--- src/rtl/cpu_control_unit.sv ---
// cpu_control_unit: Moore sequencer for the 16-bit RISC CPU (FETCH -> DECODE -> EXECUTE).
// Latency: 3 cycles per ALU/LD/ST/JMP/JR/BR instruction including FETCH, 2 cycles for NOP.
// Backpressure: none; memory is assumed to respond in the same cycle, and HALT holds until reset.
//
// Ports:
//   clk, reset        rising-edge clock, asynchronous active-low reset
//   ir                instruction register: [15:12] opcode, [11:9] sub-op / branch condition mask
//   C, N, Z           ALU flags from the IDP, sampled when leaving EXEC_ALU
//   pc_ld, pc_sel,    PC control: load from the PC mux (0 = jump target, 1 = ALU out), or increment
//   pc_inc
//   ir_ld, adr_sel    IR load strobe; address mux (0 = PC, 1 = Reg_Out)
//   W_En, S_Sel       register file write; IDP S mux (0 = register S, 1 = memory data)
//   mem_rd, mem_wr    memory read / write enables
//   halted, state     HALT indicator and the current state code for debug
//   flags_q           latched {C,N,Z} from the most recent ALU instruction
module cpu_control_unit #(
  parameter int STATE_W = 4
) (
  input  logic               clk,
  input  logic               reset,
  input  logic [15:0]        ir,
  input  logic               C,
  input  logic               N,
  input  logic               Z,
  output logic               pc_ld,
  output logic               pc_sel,
  output logic               pc_inc,
  output logic               ir_ld,
  output logic               adr_sel,
  output logic               W_En,
  output logic               S_Sel,
  output logic               mem_rd,
  output logic               mem_wr,
  output logic               halted,
  output logic [STATE_W-1:0] state,
  output logic [2:0]         flags_q
);

  typedef enum logic [3:0] {
    S_RESET    = 4'd0,
    S_FETCH    = 4'd1,
    S_DECODE   = 4'd2,
    S_EXEC_ALU = 4'd3,
    S_LOAD     = 4'd4,
    S_STORE    = 4'd5,
    S_JMP      = 4'd6,
    S_JR       = 4'd7,
    S_BR       = 4'd8,
    S_HALT     = 4'd9
  } state_e;

  state_e state_q;
  state_e state_d;
  logic   br_taken;

  // Only the opcode and sub-op field steer the sequencer; the operand bits are for the EU.
  logic unused_ir;
  assign unused_ir = ^ir[8:0];

  // IR and flags_q are both stable across the DECODE -> BR edge, so the branch decision can be
  // made while entering BR and registered with the other strobes.
  assign br_taken = |(ir[11:9] & flags_q);

  always_comb begin
    state_d = state_q;
    case (state_q)
      S_RESET:  state_d = S_FETCH;
      S_FETCH:  state_d = S_DECODE;
      S_DECODE: begin
        case (ir[15:12])
          4'hC:    state_d = ir[11] ? S_STORE : S_LOAD;
          4'hD:    state_d = ir[11] ? S_JR    : S_JMP;
          4'hE:    state_d = S_BR;
          4'hF:    state_d = ir[11] ? S_HALT  : S_FETCH;
          default: state_d = S_EXEC_ALU;
        endcase
      end
      S_EXEC_ALU, S_LOAD, S_STORE, S_JMP, S_JR, S_BR: state_d = S_FETCH;
      S_HALT:   state_d = S_HALT;
      default:  state_d = S_RESET;
    endcase
  end

  // Strobes are registered from the next state, giving Moore outputs that are a pure function of
  // the current state while still clearing asynchronously the moment reset asserts.
  always_ff @(posedge clk or negedge reset) begin
    if (!reset) begin
      state_q <= S_RESET;
      flags_q <= 3'b000;
      pc_ld   <= 1'b0;
      pc_sel  <= 1'b0;
      pc_inc  <= 1'b0;
      ir_ld   <= 1'b0;
      adr_sel <= 1'b0;
      W_En    <= 1'b0;
      S_Sel   <= 1'b0;
      mem_rd  <= 1'b0;
      mem_wr  <= 1'b0;
      halted  <= 1'b0;
    end else begin
      state_q <= state_d;
      if (state_q == S_EXEC_ALU) begin
        flags_q <= {C, N, Z};
      end

      pc_ld   <= 1'b0;
      pc_sel  <= 1'b0;
      pc_inc  <= 1'b0;
      ir_ld   <= 1'b0;
      adr_sel <= 1'b0;
      W_En    <= 1'b0;
      S_Sel   <= 1'b0;
      mem_rd  <= 1'b0;
      mem_wr  <= 1'b0;
      halted  <= 1'b0;

      case (state_d)
        S_FETCH: begin
          mem_rd <= 1'b1;
          ir_ld  <= 1'b1;
          pc_inc <= 1'b1;
        end
        S_EXEC_ALU: begin
          W_En <= 1'b1;
        end
        S_LOAD: begin
          adr_sel <= 1'b1;
          mem_rd  <= 1'b1;
          S_Sel   <= 1'b1;
          W_En    <= 1'b1;
        end
        S_STORE: begin
          adr_sel <= 1'b1;
          mem_wr  <= 1'b1;
        end
        S_JMP: begin
          pc_ld <= 1'b1;
        end
        S_JR: begin
          pc_ld  <= 1'b1;
          pc_sel <= 1'b1;
        end
        S_BR: begin
          pc_ld <= br_taken;
        end
        S_HALT: begin
          halted <= 1'b1;
        end
        default: ;
      endcase
    end
  end

  assign state = STATE_W'(state_q);

endmodule

--- config.mk ---
export PLATFORM = sky130hd
export DESIGN_NAME = cpu_control_unit
export DESIGN_NICKNAME = d
export VERILOG_FILES = /design/src/rtl/cpu_control_unit.sv
export SDC_FILE = /design/constraint.sdc
export NUM_CORES = 1
export LEC_CHECK = 0
export ABC_CLOCK_PERIOD_IN_PS = 3200
export BUFFER_PORTS_ARGS = -buffer_cell sky130_fd_sc_hd__buf_2
export CORE_MARGIN = 5
export CORE_UTILIZATION = 45
export DETAILED_ROUTE_END_ITERATION = 6
export HOLD_SLACK_MARGIN = 0.1
export PLACE_DENSITY = 0.8
export SLEW_MARGIN = 15
export SYNTH_ARGS = -nofsm -noshare
export SYNTH_HDL_FRONTEND = slang
export SYNTH_SLANG_ARGS = --single-unit
--- constraint.sdc ---
create_clock -name clk -period 3.2 [get_ports clk]
set_input_delay 0.64 -clock clk [delete_from_list [all_inputs] [get_ports clk]]
set_output_delay 0.64 -clock clk [all_outputs]
set_load 0.01 [all_outputs]
Word level (Yosys, flattened, before mapping)
Index checks and enable logic that the tools add are counted.

word-level totals
  ROM bits = 0
  memories = 0
  flip-flop bits (word level) = 16
  latch bits = 0
  input bits = 21
  output and inout port bits = 17
  bits in writable memories = 0

cells by class
  equal/unequal tests = 21
  $mul = 0
  reductions and logical operators = 7
  div/mod/pow operators = 0
  order comparisons = 0
  add/sub/neg operators = 0
  mux-type cells = 14
  shift operators = 0
  bitwise operators = 1

operator list
  kind                  count
  $eq A4 B3 Y1 const B  8
  $eq A4 B4 Y1 const B  8
  $pmux W4 S4           2
  $eq A4 B2 Y1 const B  3
  $mux W1               10
  $eq A4 B1 Y1 const B  2
  $reduce_or A2 Y1      4
  $reduce_or A7 Y1      1
  $logic_not A4 Y1      1
  $mux W4               1
  $and A3 B3 Y3         1
  $reduce_or A3 Y1      1
  $pmux W1 S2           1

Logic depth before layout (Yosys ltp)
Gate-level depths: netlist of run 1.

  depth after elaboration = 6
  depth in mapped cells = 6
  mapped depth without buffers = 6

Worst setup path after synthesis of run 1
No wires, ideal clock.

  path type = input-to-reg
  start = input ir[15]
  end = register W_En
  data arrival time = 1414 ps
  stages = 6
  required time = 3070 ps
  path slack = 1656 ps
  buffers on the path = 0
  cell sequence = and4b_1 nand2_1 o221ai_4 inv_2 nand3_2 mux2i_1

on the way
  longest elaborated chain between the ends = 6
  elaborated cells on any way between the ends = 10
  those cells by class = 6 x eq/ne; 3 x mux; 1 x reduce/logical

RTL lines
  what                                          RTL line  text
  start: declaration                            21        input logic [15:0] ir,
  $eq A4 B4 Y1                                  70        case (ir[15:12])
  $pmux W4 S4 (*)                               70
  $pmux W4 S4 (*)                               66        case (state_q)
  via state_d[0]                                53        state_e state_d;
  $eq A4 B3 Y1 or $eq A4 B2 Y1 (tied branches)  117       case (state_d)
  $reduce_or A2 Y1 (no line) (*)                n/a
  $mux W1 (*)                                   117
  end signal: assignment                        111       W_En <= 1'b0;
  end signal: assignment                        124       W_En <= 1'b1;
  end signal: assignment                        130       W_En <= 1'b1;
  end: declaration                              30        output logic W_En,

The timed path passes the listed nets; every way through them passes the cells marked *.
A chain may end at the register's enable or synchronous reset.

Worst setup path after layout of run 1
  start = register state_q[2], in the netlist state[2]
  end = output state[2]

RTL lines
  what                      RTL line  text
  start: declaration        52        state_e state_q;
  start signal: assignment  101       state_q <= state_d;
  end: declaration          35        output logic [STATE_W-1:0] state,

No word-level cell between the ends.

==> results of run 1 <==
-- sequential cells by signal (all words and copies together), names as in the netlist --
| register | count |
|---|---|
| pc_ld | 1 |
| adr_sel | 1 |
| ir_ld | 1 |
| mem_rd | 1 |
| halted | 1 |
| W_En | 1 |
| pc_sel | 1 |
| S_Sel | 1 |
| mem_wr | 1 |
| flags_q | 3 |
| state | 4 |
-- logic make-up after synthesis --
logic type | after synthesis | synth area share
compound gates | 8 | 0.119
buf+inv | 4 | 0.0337
flops | 16 | 0.567
mux | 5 | 0.0762
simple gates | 23 | 0.204
-- routing by layer --
metal  vias up  track usage
met5         -            0
met4         0       0.0611
met2        21        0.184
li1        262            -
met1       237        0.144
met3         2       0.0361
-- power groups by stage --
stage / registers (mW) / logic [mW] / clock network (mW)
after floorplan: 0.324 / 0.182 / 0
after global placement: 0.298 / 0.297 / 0
after detailed placement: 0.299 / 0.306 / 0
after CTS: 0.296 / 0.305 / 0.134
after global routing: 0.304 / 0.332 / 0.144
final: 0.295 / 0.299 / 0.129
-- synth_stat cells, drive strengths merged, types with 2 or more instances --
cell | number | share of area
nor2 | 5 | 0.027
dfrtp | 16 | 0.57
mux2i | 2 | 0.028
inv | 2 | 0.011
nand3 | 2 | 0.021
o21ai | 2 | 0.014
nor3 | 2 | 0.014
a21oi | 2 | 0.025
mux2 | 3 | 0.048
nand2 | 5 | 0.037
-- how the worst max path moves through the flow --
| stage | start | endpoint | slack [ps] | cells after the start |
|---|---|---|---|---|
| 2_1_floorplan | ir[15] | W_En | 1660 | 6 |
| 3_3_place_gp | ir[15] | W_En | 1460 | 7 |
| 3_5_place_dp | ir[15] | W_En | 1420 | 7 |
| 4_1_cts | state[2] | state[2] | 1630 | 1 |
| 5_1_grt | state[2] | W_En | 1570 | 5 |
| 6_report | state[2] | state[2] | 1640 | 1 |
-- metrics by stage --
step	util	cells
2_1_floorplan	-	56
3_3_place_gp	0.576	99
3_5_place_dp	0.576	99
4_1_cts	0.601	103
5_1_grt	0.601	103
6_report	0.601	103
-- final cells by class --
cell class,instances,area share
inverters,3,0.0182
repair buffers,28,0.157
multi-input cells,36,0.315
well taps,16,0.0224
flip-flops and latches,16,0.448
clock buffers,4,0.0406
==> flow_metrics.env, run 1 <==
export IMPL_numCtsBuffers=3
export IMPL_synth_area_um2=706
export IMPL_clkSinkCount=16
export IMPL_rsz0062_at_grt="false"
export IMPL_nFillCells=133
export IMPL_p_switching_mw=0.261
export IMPL_final_nets=109
export IMPL_max_clock_path_buffers=2
export IMPL_hp_class="in -> async"
export IMPL_seqPwrFrac=0.408
export IMPL_ios=38
export IMPL_place_ws_ps=1420
export IMPL_status="finished clean"
export IMPL_total_power_mw=0.723
export IMPL_setup_tns_ps=0
export IMPL_post_cts_setup_buffers=0
export IMPL_clk_latency_ps=280
export IMPL_fin_ws_ps=1640
export IMPL_p_int_mw=0.462
export IMPL_cp_max_fo=5
export IMPL_cpLargestDelayFamily="flip-flops"
export IMPL_route_met3_wl_um=112
export IMPL_design_area_um2=895
export IMPL_leakage_nw=0.485
export IMPL_clk_transition_reported_paths_ps=90
export IMPL_critical_path_arrival_ps=920
export IMPL_viasPerCell=5.07
export IMPL_synth_seq_cells=16
export IMPL_ys_types=28
export IMPL_area_growth_pct=26.8
export IMPL_synth_top_flop_cell="dfrtp_1"
export IMPL_worstPathRequired_ps=2560
export IMPL_firstDrtPassIters=4
export IMPL_placed_area_um2=858
export IMPL_worstRegToRegCells=6
export IMPL_multi_input_area_um2=282
export IMPL_cts_root_buf="clkbuf_4"
export IMPL_drive_above_1_share=0.517
export IMPL_ff_latch_area_um2=400
export IMPL_synth_cells=56
export IMPL_wl_per_cell_um=12.9
export IMPL_grt_max_degree=17
export IMPL_h_tree_depth=1
export IMPL_setup_worst_path_start_class="register"
export IMPL_critPathBufInv=1
export IMPL_tightest_slew_ps=367
export IMPL_route_met2_wl_um=624
export IMPL_totalWireLength_um=1320
export IMPL_syn_avg_cell_area_um2=12.6
export IMPL_die_height_um=49.6
export IMPL_track_usage=0.118
export IMPL_path_class="reg -> out"
export IMPL_yosysWarningCount=0
export IMPL_ir_drop_mv=0.535
export IMPL_drc=0
export IMPL_fin_crit_sh=0.486
export IMPL_cts_tree="done"
export IMPL_max_freq_mhz=643
export IMPL_postRouteAntennaNets=0
export IMPL_slew_viol_final=0
export IMPL_globalRouteOverflowTotal=0
export IMPL_path_cells="buf_2"
export IMPL_hpwl_um=1080
export IMPL_whs_ps=245
export IMPL_p_clk_frac=0.179
export IMPL_slowest_stage="dfrtp_1"
export IMPL_drtIter0Drc=8
export IMPL_cap_violations=0
export IMPL_swShare=0.361
export IMPL_ctsResizeCount=0
export IMPL_dr_max_layer_used="met4"
export IMPL_dieArea_mm2=0.00246
export IMPL_gp_congestion=0.731
export IMPL_layout_commonest_cell="buf_2"
export IMPL_slowest_delay_ps=460
export IMPL_port_buffers=28
export IMPL_antenna_found_initial=0
export IMPL_grt_pass1_wl_um=2280
export IMPL_wl_met1_um=578
export IMPL_fp_dieW_um=49.6
export IMPL_vias=522
export IMPL_skew_ps=0.530
export IMPL_diodes=0
export IMPL_core_area_mm2=0.00149
export IMPL_pwr_share_comb=0.414
export IMPL_syn_nets=77
export IMPL_r2r_end="W_En"
export IMPL_r2r_start="state[0]"
export IMPL_synth_edff_count=0
export IMPL_slew_headroom=0.756
export IMPL_mostFrequentLayoutCells="28 x buf_2, 16 x dfrtp_1, 5 x nor2_1"
export IMPL_r2r_slack_ps=1700
export IMPL_seq_area_frac_synth=0.567
export IMPL_ctsHoldBuffers=0
export IMPL_power_density_mw_per_mm2=809
export IMPL_worstSetupEndpointType="output pin"
export IMPL_grt_pass1_vias=550
export IMPL_setup_violations=0
export IMPL_floorplan_initialDensity=0.474
export IMPL_period_minus_slack_ps=1560
export IMPL_rows=14
export IMPL_final_hold_viol_count=0
export IMPL_synthArstFlopShare=1.00
Power figures use the tool's default switching activity.
==> run 2: changes to the inputs <==
--- a/config.mk
+++ b/config.mk
@@ -5,13 +5,14 @@
 export SDC_FILE = /design/constraint.sdc
 export NUM_CORES = 1
 export LEC_CHECK = 0
-export ABC_CLOCK_PERIOD_IN_PS = 3200
+export ABC_AREA = 1
+export ABC_CLOCK_PERIOD_IN_PS = 1600
 export BUFFER_PORTS_ARGS = -buffer_cell sky130_fd_sc_hd__buf_2
 export CORE_MARGIN = 5
-export CORE_UTILIZATION = 45
+export CORE_UTILIZATION = 44
 export DETAILED_ROUTE_END_ITERATION = 6
 export HOLD_SLACK_MARGIN = 0.1
-export PLACE_DENSITY = 0.8
+export PLACE_DENSITY = 0.77
 export SLEW_MARGIN = 15
 export SYNTH_ARGS = -nofsm -noshare
 export SYNTH_HDL_FRONTEND = slang
==> constraint.sdc (replaced) <==
create_clock -name clk -period 1.6 [get_ports clk]
set_input_delay 0.32 -clock clk [delete_from_list [all_inputs] [get_ports clk]]
set_output_delay 0.32 -clock clk [all_outputs]
set_load 0.01 [all_outputs]
==> flow_metrics.env, run 2 <==
export IMPL_core_area_mm2=0.00171
export IMPL_tightest_slew_ps=340
export IMPL_syn_nets=104
export IMPL_seq_area_frac_synth=0.516
export IMPL_fin_crit_sh=0.782
export IMPL_synth_area_um2=776
export IMPL_grt_pass1_vias=637
export IMPL_port_buffers=28
export IMPL_hpwl_um=1170
export IMPL_dp_cells=135
export IMPL_slew_viol_final=0
export IMPL_path_class="reg -> reg"
export IMPL_cp_max_fo=6
export IMPL_ys_top_cells_by_count="18 x nand2_1, 16 x dfrtp_1, 9 x inv_1, 6 x inv_2, 6 x nor2_1"
export IMPL_skew_ps=4.15
export IMPL_max_clock_path_buffers=2
export IMPL_ir_drop_mv=0.881
export IMPL_synth_area_leaders="dfrtp_1 52%, nand2_1 8.7%, inv_1 4.4%, mux2_2 4.4%, nand2_4 4.4%"
export IMPL_die_height_um=52.0
export IMPL_wl_per_cell_um=10.2
export IMPL_ff_latch_area_um2=400
export IMPL_vias=619
export IMPL_globalRouteOverflowTotal=0
export IMPL_synth_seq_cells=16
export IMPL_floorplan_initialDensity=0.454
export IMPL_final_nets=137
export IMPL_placed_area_um2=940
export IMPL_total_power_mw=1.61
export IMPL_synth_edff_count=0
export IMPL_drtIter0Drc=10
export IMPL_ctsResizeCount=0
export IMPL_ios=38
export IMPL_dieArea_mm2=0.00270
export IMPL_critical_path_arrival_ps=1430
export IMPL_power_density_mw_per_mm2=1640
export IMPL_worstSetupEndpointType="register"
export IMPL_rsz0062_at_grt="false"
export IMPL_drc=0
export IMPL_layout_commonest_cell="buf_2"
export IMPL_slew_headroom=0.773
export IMPL_whs_ps=263
export IMPL_leakage_nw=0.573
export IMPL_cts_tree="done"
export IMPL_mostFrequentLayoutCells="28 x buf_2, 18 x nand2_1, 16 x dfrtp_1"
export IMPL_grt_max_degree=17
export IMPL_postRouteAntennaNets=0
export IMPL_yosysWarningCount=0
export IMPL_place_ws_ps=344
export IMPL_design_area_um2=986
export IMPL_syn_avg_cell_area_um2=9.35
export IMPL_totalWireLength_um=1430
export IMPL_drive_above_1_share=0.496
export IMPL_antenna_found_initial=0
export IMPL_numCtsBuffers=3
export IMPL_status="finished clean"
export IMPL_synth_top_cell_area_share=0.516
export IMPL_clkSinkCount=16
export IMPL_period_minus_slack_ps=1250
export IMPL_clk_latency_ps=280
export IMPL_post_cts_setup_buffers=0
export IMPL_hp_class="in -> reg"
export IMPL_synth_cells=83
export IMPL_synth_top_flop_cell="dfrtp_1"
export IMPL_viasPerCell=4.42
export IMPL_largest_reg_flops=4
export IMPL_fp_dieW_um=52.0
export IMPL_firstDrtPassIters=4
export IMPL_setup_violations=0
export IMPL_final_util=0.577
export IMPL_gp_congestion=0.748
export IMPL_worstPathRequired_ps=1780
export IMPL_track_usage=0.132
export IMPL_ys_types=18
export IMPL_synth_most_common_cell="nand2_1"
export IMPL_setup_tns_ps=0
export IMPL_cap_violations=0
export IMPL_h_tree_depth=1
export IMPL_synthArstFlopShare=1.00
export IMPL_multi_input_area_um2=312
export IMPL_area_growth_pct=27.1
export IMPL_clk_transition_reported_paths_ps=90
export IMPL_yosysTopAreaCell="dfrtp_1"
export IMPL_grt_pass1_wl_um=2540
export IMPL_nFillCells=152
export IMPL_final_hold_viol_count=0
export IMPL_instances_no_fill=140
export IMPL_diodes=0
export IMPL_setup_worst_path_start_class="register"
export IMPL_cts_root_buf="clkbuf_4"
export IMPL_fin_ws_ps=349
export IMPL_rows=15
export IMPL_max_freq_mhz=800
[run 2: report_power, final]
| part | leakage, nW | internal, mW | switching [mW] |
|---|---|---|---|
| Sequential | 0.208 | 0.517 | 0.0706 |
| Combinational | 0.343 | 0.316 | 0.453 |
| Clock | 0.0210 | 0.139 | 0.118 |
| Total | 0.573 | 0.971 | 0.642 |
[run 2: layer usage]
metal | wire [µm] | vias up | part of all wire | GRT usage
li1 | - | 316 | - | -
met1 | 598 | 283 | 0.42 | 0.147
met2 | 684 | 16 | 0.48 | 0.211
met3 | 94 | 4 | 0.066 | 0.0315
met4 | 53 | 0 | 0.037 | 0.105
met5 | 0 | - | 0 | 0
[run 2: layout make-up]
cell class,count,share of cell area
sequential,16,0.406
clock buffer,4,0.0368
multi-input combinational,51,0.316
inverter,15,0.0571
tap,25,0.0317
timing repair buffer,29,0.152
[run 2: kinds of logic after synthesis]
family | count (synthesis) | share of synthesized area
AND/OR/NAND/NOR | 45 | 0.324
flip-flops | 16 | 0.516
buffers and inverters | 16 | 0.0823
AO/OA/AOI/OAI | 3 | 0.0339
multiplexers | 3 | 0.0435
[run 2: worst max-delay path, cell delays in order, from the launching register on]
cell and delay, ps:
dfrtp_1 410, inv_1 100, nand2_2 70, nor2_4 150, nand2_1 100, nand2_4 100
inv_2 50, nand3_1 90, nand2_1 60
[run 2: final timing paths]
kind	to	depth (start not counted)	slack, ps	from
max in group asynchronous	mem_rd	2	890	reset
hold reg to reg	flags_q[2]	1	540	flags_q[2]
setup / recovery	mem_rd	8	350	state[0]
setup reg to reg	mem_rd	8	350	state[0]
hold / removal	flags_q[1]	2	260	N
min in group asynchronous	state[3]	2	460	reset
[run 2: timing repair]
action | CTS | global route
hold buffers | 1 | 0
setup endpoints to repair | 0 | 0
hold endpoints to repair | 16 | 0
==> run 3: changes to the inputs <==
--- a/config.mk
+++ b/config.mk
@@ -5,14 +5,14 @@
 export SDC_FILE = /design/constraint.sdc
 export NUM_CORES = 1
 export LEC_CHECK = 0
-export ABC_AREA = 1
-export ABC_CLOCK_PERIOD_IN_PS = 1600
+export ABC_AREA = 0
+export ABC_CLOCK_PERIOD_IN_PS = 1200
 export BUFFER_PORTS_ARGS = -buffer_cell sky130_fd_sc_hd__buf_2
 export CORE_MARGIN = 5
-export CORE_UTILIZATION = 44
+export CORE_UTILIZATION = 42
 export DETAILED_ROUTE_END_ITERATION = 6
 export HOLD_SLACK_MARGIN = 0.1
-export PLACE_DENSITY = 0.77
+export PLACE_DENSITY = 0.76
 export SLEW_MARGIN = 15
 export SYNTH_ARGS = -nofsm -noshare
 export SYNTH_HDL_FRONTEND = slang
==> constraint.sdc (replaced) <==
create_clock -name clk -period 1.2 [get_ports clk]
set_input_delay 0.24 -clock clk [delete_from_list [all_inputs] [get_ports clk]]
set_output_delay 0.24 -clock clk [all_outputs]
set_load 0.01 [all_outputs]
==> flow_metrics.env, run 3 (synthesis results as in run 1) <==
export IMPL_slowest_delay_ps=430
export IMPL_instances_no_fill=119
export IMPL_h_tree_depth=1
export IMPL_clk_transition_reported_paths_ps=100
export IMPL_use_met3=0.0378
export IMPL_dieArea_mm2=0.00260
export IMPL_slowest_stage="dfrtp_2"
export IMPL_layout_commonest_cell="buf_2"
export IMPL_wl_per_cell_um=14.5
export IMPL_dp_cells=109
export IMPL_grt_pass1_wl_um=2890
export IMPL_violations="setup timing"
export IMPL_grt_util_met2=0.260
export IMPL_numCtsBuffers=3
export IMPL_place_ws_ps=-185
export IMPL_path_class="reg -> reg"
export IMPL_rsz0062_at_grt="true"
export IMPL_tightest_slew_ps=342
export IMPL_met1_usage=0.174
export IMPL_power_density_mw_per_mm2=2100
export IMPL_p_clk_frac=0.159
export IMPL_cap_violations=0
export IMPL_postRouteAntennaNets=0
export IMPL_fin_crit_sh=1.20
export IMPL_period_minus_slack_ps=1450
export IMPL_nFillCells=122
export IMPL_cts_tree="done"
export IMPL_hp_start="Z"
export IMPL_ios=38
export IMPL_drive_above_1_share=0.641
export IMPL_max_freq_mhz=692
export IMPL_port_buffers=28
export IMPL_critPathBufInv=1
export IMPL_max_clock_path_buffers=2
export IMPL_whs_ps=180
export IMPL_total_power_mw=2.26
export IMPL_path_cells="or2_4, or3_4, buf_4, nor3_2"
export IMPL_cts_root_buf="clkbuf_4"
export IMPL_setup_violations=17
export IMPL_clkSinkCount=16
export IMPL_vias=610
export IMPL_area_growth_pct=53.0
export IMPL_diodes=0
export IMPL_viasPerCell=5.13
export IMPL_setup_worst_path_start_class="register"
export IMPL_final_nets=125
export IMPL_ir_drop_mv=1.35
export IMPL_floorplan_initialDensity=0.458
export IMPL_drtIter0Drc=5
export IMPL_p_switching_mw=0.800
export IMPL_seqPwrFrac=0.343
export IMPL_cpLargestDelayFamily="simple AND/OR/NAND/NOR gates"
export IMPL_pwr_share_comb=0.498
export IMPL_fin_ws_ps=-246
export IMPL_worstSetupPathDepth=4
export IMPL_track_usage=0.144
export IMPL_rows=14
export IMPL_setup_tns_ps=-2940
export IMPL_fp_dieW_um=51.0
export IMPL_mostFrequentLayoutCells="24 x buf_2, 15 x dfrtp_1, 13 x buf_4"
export IMPL_slew_viol_final=0
export IMPL_cp_max_fo=4
export IMPL_die_height_um=51.0
export IMPL_core_area_mm2=0.00154
export IMPL_antenna_found_initial=0
export IMPL_leakage_nw=0.583
export IMPL_clk_latency_ps=280
export IMPL_slew_headroom=0.772
export IMPL_hp_class="in -> reg"
export IMPL_r2r_start="state[2]"
export IMPL_status="finished with violations"
export IMPL_drc=0
export IMPL_busiest_layer="met2"
export IMPL_largest_reg_flops=4
export IMPL_gp_congestion=0.701
export IMPL_totalWireLength_um=1730
export IMPL_worstRegToRegCells=4
export IMPL_worstPathRequired_ps=1410
export IMPL_swShare=0.353
export IMPL_hold_depth=2
export IMPL_critical_path_arrival_ps=1660
export IMPL_final_hold_viol_count=0
export IMPL_firstDrtPassIters=4
export IMPL_worstSetupEndpointType="register"
export IMPL_worstSetupStartpoint="state[2]"
export IMPL_globalRouteOverflowTotal=0
export IMPL_hpwl_um=1250
export IMPL_skew_ps=2.58
export IMPL_grt_max_degree=17
export IMPL_p_int_mw=1.46
export IMPL_grt_pass1_vias=652
run 3: area by class of cell:
type	instances	area, µm²	share of cell area
timing repair buffer	44	295	0.273
inverter	3	16.3	0.0151
multi-input combinational	36	310	0.287
clock buffer	4	36.3	0.0336
sequential	16	402	0.372
tap	16	20.0	0.0185
run 3: power groups by stage:
stage	combinational [mW]	sequential, mW	clock [mW]
3_3_place_gp	0.947	0.778	0
4_1_cts	1.08	0.776	0.359
6_report	1.13	0.777	0.360
5_1_grt	1.23	0.799	0.390
2_1_floorplan	0.494	0.863	0
3_5_place_dp	0.966	0.785	0
run 3: worst reg2reg max path, cell delays in order, from the launching register on:
cell and delay, ps:
dfrtp_2 430, or2_4 270, or3_4 420, buf_4 160, nor3_2 100
run 3: per-stage QoR:
stage           util  instance area, µm²
3_5_place_dp   0.610                 940
2_1_floorplan      -                 712
3_3_place_gp   0.610                 940
5_1_grt        0.700                1080
6_report       0.700                1080
4_1_cts        0.670                1030
run 3: what timing repair did:
action,CTS,global route
hold buffers,1,0
endpoints found under the setup margin,16,20
setup buffers,2,3
pin swaps,2,2
hold endpoints to repair,16,0
resized for setup,7,7
run 3: layer usage:
| metal | wire length [µm] | up-vias | share of wire |
|---|---|---|---|
| met1 | 684 | 300 | 0.40 |
| met2 | 914 | 23 | 0.53 |
| li1 | - | 287 | - |
| met3 | 127 | 0 | 0.074 |
| met5 | 0 | - | 0 |
| met4 | 0 | 0 | 0 |
run 3: worst paths after layout:
| path | slack [ps] | endpoint |
|---|---|---|
| worst max register to register | -250 | mem_wr |
| max in group asynchronous | 550 | state[2] |
| worst min register to register | 550 | flags_q[1] |
| worst min-delay path | 180 | flags_q[0] |
| worst max-delay path | -250 | mem_wr |
| min in group asynchronous | 380 | adr_sel |
